[src/rtl/pipelined_barrel_shifter.sv]
// Pipelined barrel shifter: SH_W register stages, stage k conditionally shifts by 2^k.
// A single enable stalls the whole pipe when the result register is full and not taken.

module pbs_shift #(
  parameter int WIDTH = 32,
  parameter int S     = 1
) (
  input  logic [WIDTH-1:0] d,
  input  logic             en,
  input  logic [2:0]       op,
  output logic [WIDTH-1:0] q
);
  always_comb begin
    q = d;
    if (en) begin
      case (op)
        3'b000:  q = {d[WIDTH-1-S:0], {S{1'b0}}};
        3'b001:  q = {{S{1'b0}}, d[WIDTH-1:S]};
        // MSB is still the original sign: earlier SRA stages only ever replicate it
        3'b010:  q = {{S{d[WIDTH-1]}}, d[WIDTH-1:S]};
        3'b011:  q = {d[WIDTH-1-S:0], d[WIDTH-1:WIDTH-S]};
        3'b100:  q = {d[S-1:0], d[WIDTH-1:S]};
        default: q = d;
      endcase
    end
  end
endmodule

module pipelined_barrel_shifter #(
  parameter  int WIDTH = 32,
  parameter  int TAG_W = 4,
  localparam int SH_W  = $clog2(WIDTH)
) (
  input  logic             clk,
  input  logic             rst,
  input  logic             in_valid,
  output logic             in_ready,
  input  logic [WIDTH-1:0] in_a,
  input  logic [SH_W-1:0]  in_b,
  input  logic [2:0]       in_op,
  input  logic [TAG_W-1:0] in_tag,
  output logic             out_valid,
  input  logic             out_ready,
  output logic [WIDTH-1:0] out_c,
  output logic [TAG_W-1:0] out_tag
);
  // Stage k only keeps the amount bits it and later stages still need, packed triangularly.
  localparam int AMT_BITS = SH_W * (SH_W + 1) / 2;

  function automatic int amt_off(input int k);
    return k * SH_W - (k * (k - 1)) / 2;
  endfunction

  logic                            advance;
  logic [SH_W:1]                   vld_pipe;
  logic [SH_W-1:0][WIDTH-1:0]      dat_q;
  logic [SH_W-1:0][WIDTH-1:0]      shf;
  logic [SH_W-1:0][2:0]            op_q;
  logic [SH_W-1:0][TAG_W-1:0]      tag_q;
  logic [AMT_BITS-1:0]             amt_q;

  assign out_valid = vld_pipe[SH_W];
  assign advance   = !out_valid || out_ready;
  assign in_ready  = advance;
  assign out_c     = shf[SH_W-1];
  assign out_tag   = tag_q[SH_W-1];

  always_ff @(posedge clk) begin
    if (rst)          vld_pipe <= '0;
    else if (advance) vld_pipe <= {vld_pipe[SH_W-1:1], in_valid};
  end

  always_ff @(posedge clk) begin
    if (advance) begin
      dat_q[0]          <= in_a;
      op_q[0]           <= in_op;
      tag_q[0]          <= in_tag;
      amt_q[SH_W-1:0]   <= in_b;
      for (int k = 1; k < SH_W; k++) begin
        dat_q[k] <= shf[k-1];
        op_q[k]  <= op_q[k-1];
        tag_q[k] <= tag_q[k-1];
        for (int j = k; j < SH_W; j++)
          amt_q[amt_off(k) + j - k] <= amt_q[amt_off(k-1) + j - k + 1];
      end
    end
  end

  for (genvar k = 0; k < SH_W; k++) begin : g_stage
    pbs_shift #(.WIDTH(WIDTH), .S(1 << k)) u_shift (
      .d  (dat_q[k]),
      .en (amt_q[amt_off(k)]),
      .op (op_q[k]),
      .q  (shf[k])
    );
  end
endmodule

[config.mk]
export PLATFORM = sky130hd
export DESIGN_NAME = pipelined_barrel_shifter
export DESIGN_NICKNAME = d
export VERILOG_FILES = /design/src/rtl/pipelined_barrel_shifter.sv
export SDC_FILE = /design/constraint.sdc
export NUM_CORES = 1
export LEC_CHECK = 0
export ABC_AREA = 0
export BUFFER_PORTS_ARGS = -buffer_cell sky130_fd_sc_hd__buf_2
export CORE_MARGIN = 2
export CORE_UTILIZATION = 45
export CTS_CLUSTER_DIAMETER = 200
export DETAILED_ROUTE_END_ITERATION = 8
export SYNTH_ARGS = -nofsm -noshare
export SYNTH_HDL_FRONTEND = slang
export SYNTH_HIERARCHICAL = 1
export SYNTH_SLANG_ARGS = --single-unit
[constraint.sdc]
create_clock -name clk -period 4.15 [get_ports clk]
set_clock_uncertainty 0.05 [all_clocks]
set_input_delay 0.83 -clock clk [delete_from_list [all_inputs] [get_ports clk]]
set_output_delay 0.83 -clock clk [all_outputs]
set_load 0.02 [all_outputs]
==> impl_metrics.json <==
{
  "outcome": "finished, final reports clean",
  "r2r_slack_ns": 1.53,
  "grt-ovfl-total": 0,
  "start_util_pct": 45.9,
  "final_cell_mix": "edfxtp_1, a21oi_1, a31oi_1",
  "cts.clk_slew.worst_paths_ns": 0.06,
  "synth_mux_area_share_pct": 3.71,
  "groute.usage.overall_pct": 17.9,
  "max_freq_mhz": 292,
  "layout_commonest_cell": "edfxtp_1",
  "grt_pass1_wl_um": 39300,
  "antenna_found_initial": 0,
  "drv_slew": 0,
  "placed_cell_area_um2": 12000,
  "core-area_um2": 25300,
  "syn_inst": 976,
  "ctsResizeCount": 0,
  "remaining_drc_errors": 0,
  "synth_fa_ha_area_share_pct": 0,
  "dp.cells": 1301,
  "worstPathRequired_ns": 3.27,
  "reg2reg_to": "dat_q[144]",
  "yosys.area_share.simple_pct": 9.72,
  "syn_nets": 1024,
  "fin_area_um2": 12800,
  "die_w_um": 165,
  "multiInputGateArea_um2": 4520,
  "gp_congestion": 0.851,
  "fin_crit_sh_pct": 82.7,
  "power_w": 0.00604,
  "drive_gt1_share_pct": 18.4,
  "rsz0062_at_grt": "no",
  "area_growth_pct": 9.97,
  "cts_buffer_depth": 3,
  "drtPass1Iterations": 5,
  "cts_tree": "yes",
  "rows": 58,
  "synth.avg_cell_area_um2": 11.9,
  "worstSetupStartpointType": "flip-flop",
  "yosys_most_used_dff": "edfxtp_1",
  "crit_type": "reg2out",
  "clock_latency_ns": 0.53,
  "synth_edf_count": 210,
  "period_needed_ns": 3.43,
  "vias": 8122,
  "r2r-start": "op_q[10]",
  "ys_ff_latch": 215,
  "final_cells": 1347,
  "die_area_um2": 27100,
  "crit_arrival_ns": 2.55,
  "ys_seq_area_share_pct": 55.2,
  "yosysTopAreaCellShare_pct": 54.4,
  "postRouteAntennaNets": 0,
  "synth_top_family_by_area": "compound AO/OA/AOI/OAI gates",
  "cp-endpoint": "out_c[15]",
  "worst_pin_slew_ns": 1.19,
  "synth_xor_area_share_pct": 1.38,
  "fin_nets": 1046,
  "drv_cap": 0,
  "finalHoldViolations": 0,
  "crit_fanout": 31,
  "grt_start_max_net_pins": 98,
  "p_per_area_nw_per_um2": 473,
  "io_buffers": 85,
  "relSlewSlack_pct": 20.1,
  "cp-end-kind": "output pin",
  "drt-total-wl_um": 24700,
  "post_cts_buffers": 0,
  "holdBufCountCts": 0,
  "power.leakage_nw": 4.25,
  "synth.top_cells.by_area": "edfxtp_1, o211ai_1, a31oi_1",
  "synth_top_cell_by_area": "edfxtp_1",
  "syn_area_um2": 11600,
  "dr.first_iter.drc_count": 633,
  "grt_pass1_vias": 7358,
  "numClockSinks": 215,
  "htree_num_levels": 1,
  "ys_types": 52,
  "n_fill_cell": 2236,
  "rr_worst_depth": 4,
  "tns_ns": 0,
  "synth_compound_area_share_pct": 24.0,
  "cp-startpoint": "op_q[12]",
  "seq_area_um2": 6410,
  "ios": 86,
  "worst_hold_path_type": "reg2reg",
  "numCtsBuffers": 25,
  "root_buffer": "clkbuf_16",
  "async_reset_ff_share_pct": 0,
  "vias_per_cell": 6.03,
  "dieHeight_um": 165,
  "synth_warnings": 6,
  "setup_viol": 0,
  "place_hpwl_um": 16300,
  "ir_drop_uv": 281,
  "antenna-diode-count": 0,
  "wl_per_cell_um": 18.3
}
[synth_stat cells (all sizes together), types with 2 or more instances]
master / n
and2: 5
a2bb2oi: 15
a21oi: 128
mux2: 30
nor2b: 23
nand3: 2
a22oi: 14
edfxtp: 210
clkbuf: 40
xor2: 4
nand3b: 98
and3b: 5
o211ai: 113
nand2: 17
nor2: 4
nand2b: 6
xnor2: 4
inv: 4
mux2i: 4
a31oi: 126
dfxtp: 5
o21ai: 27
o22ai: 4
buf: 76
[where the power goes]
| group | leakage (nW) | internal (W) | total, W | switching (W) |
|---|---|---|---|---|
| clock network | 0.366 | 0.00121 | 0.00202 | 0.000815 |
| registers | 2.24 | 0.00271 | 0.00295 | 0.000240 |
| logic | 1.64 | 0.000453 | 0.00107 | 0.000612 |
| total | 4.25 | 0.00437 | 0.00604 | 0.00167 |
[kinds of logic after synthesis]
| kind of cell | Yosys count |
|---|---|
| mux | 34 |
| xor+xnor | 8 |
| flops | 215 |
| compound gates | 435 |
| buf+inv | 120 |
| simple gates | 164 |
[metal layers]
layer,global-route usage (%),vias to the layer above,part of all wire [%]
met5,0,-,0
met4,8.30,0,4.3
met3,2.69,54,4.6
met2,30.9,241,50
met1,22.2,3860,41
li1,-,3967,-
[stage by stage]
stage	setup WS, ns	hold slack, ns	util (%)
6_report	0.720	0.361	50.5
5_1_grt	0.587	0.371	50.5
4_1_cts	0.713	0.362	50.5
3_5_place_dp	1.27	0.355	47.5
3_3_place_gp	1.31	0.351	47.5
2_1_floorplan	0.0745	0.350	-
[how the worst min path moves through the flow]
| stage | start | depth (start not counted) | slack, ns | endpoint |
|---|---|---|---|---|
| floorplan | amt_q[7] | 0 | 0.35 | amt_q[10] |
| global placement | tag_q[3] | 0 | 0.35 | tag_q[7] |
| detailed placement | amt_q[8] | 0 | 0.35 | amt_q[11] |
| CTS | amt_q[2] | 0 | 0.36 | amt_q[6] |
| global route | amt_q[8] | 0 | 0.37 | amt_q[11] |
| finish | amt_q[2] | 0 | 0.36 | amt_q[6] |
[worst max-delay path, stage by stage, from the launching register on]
cell,delay (ns)
edfxtp_1,0.48
nor2_2,0.11
buf_4,0.21
o21a_2,0.65
mux2_2,0.41
buf_2,0.16
[state kept, by name, summed over array words and instances (netlist names)]
register,count
out_tag,4
amt_q,15
op_q,15
dat_q,160
vld_pipe,5
tag_q,16
[final cells by class]
class,count,area share [%]
Multi-Input combinational cell,641,35.4
Clock inverter,10,0.618
Timing Repair Buffer,111,4.96
Sequential cell,215,50.2
Tap cell,330,3.24
Inverter,4,0.177
Clock buffer,36,5.38
No activity file was read; power rests on OpenSTA's default activity.
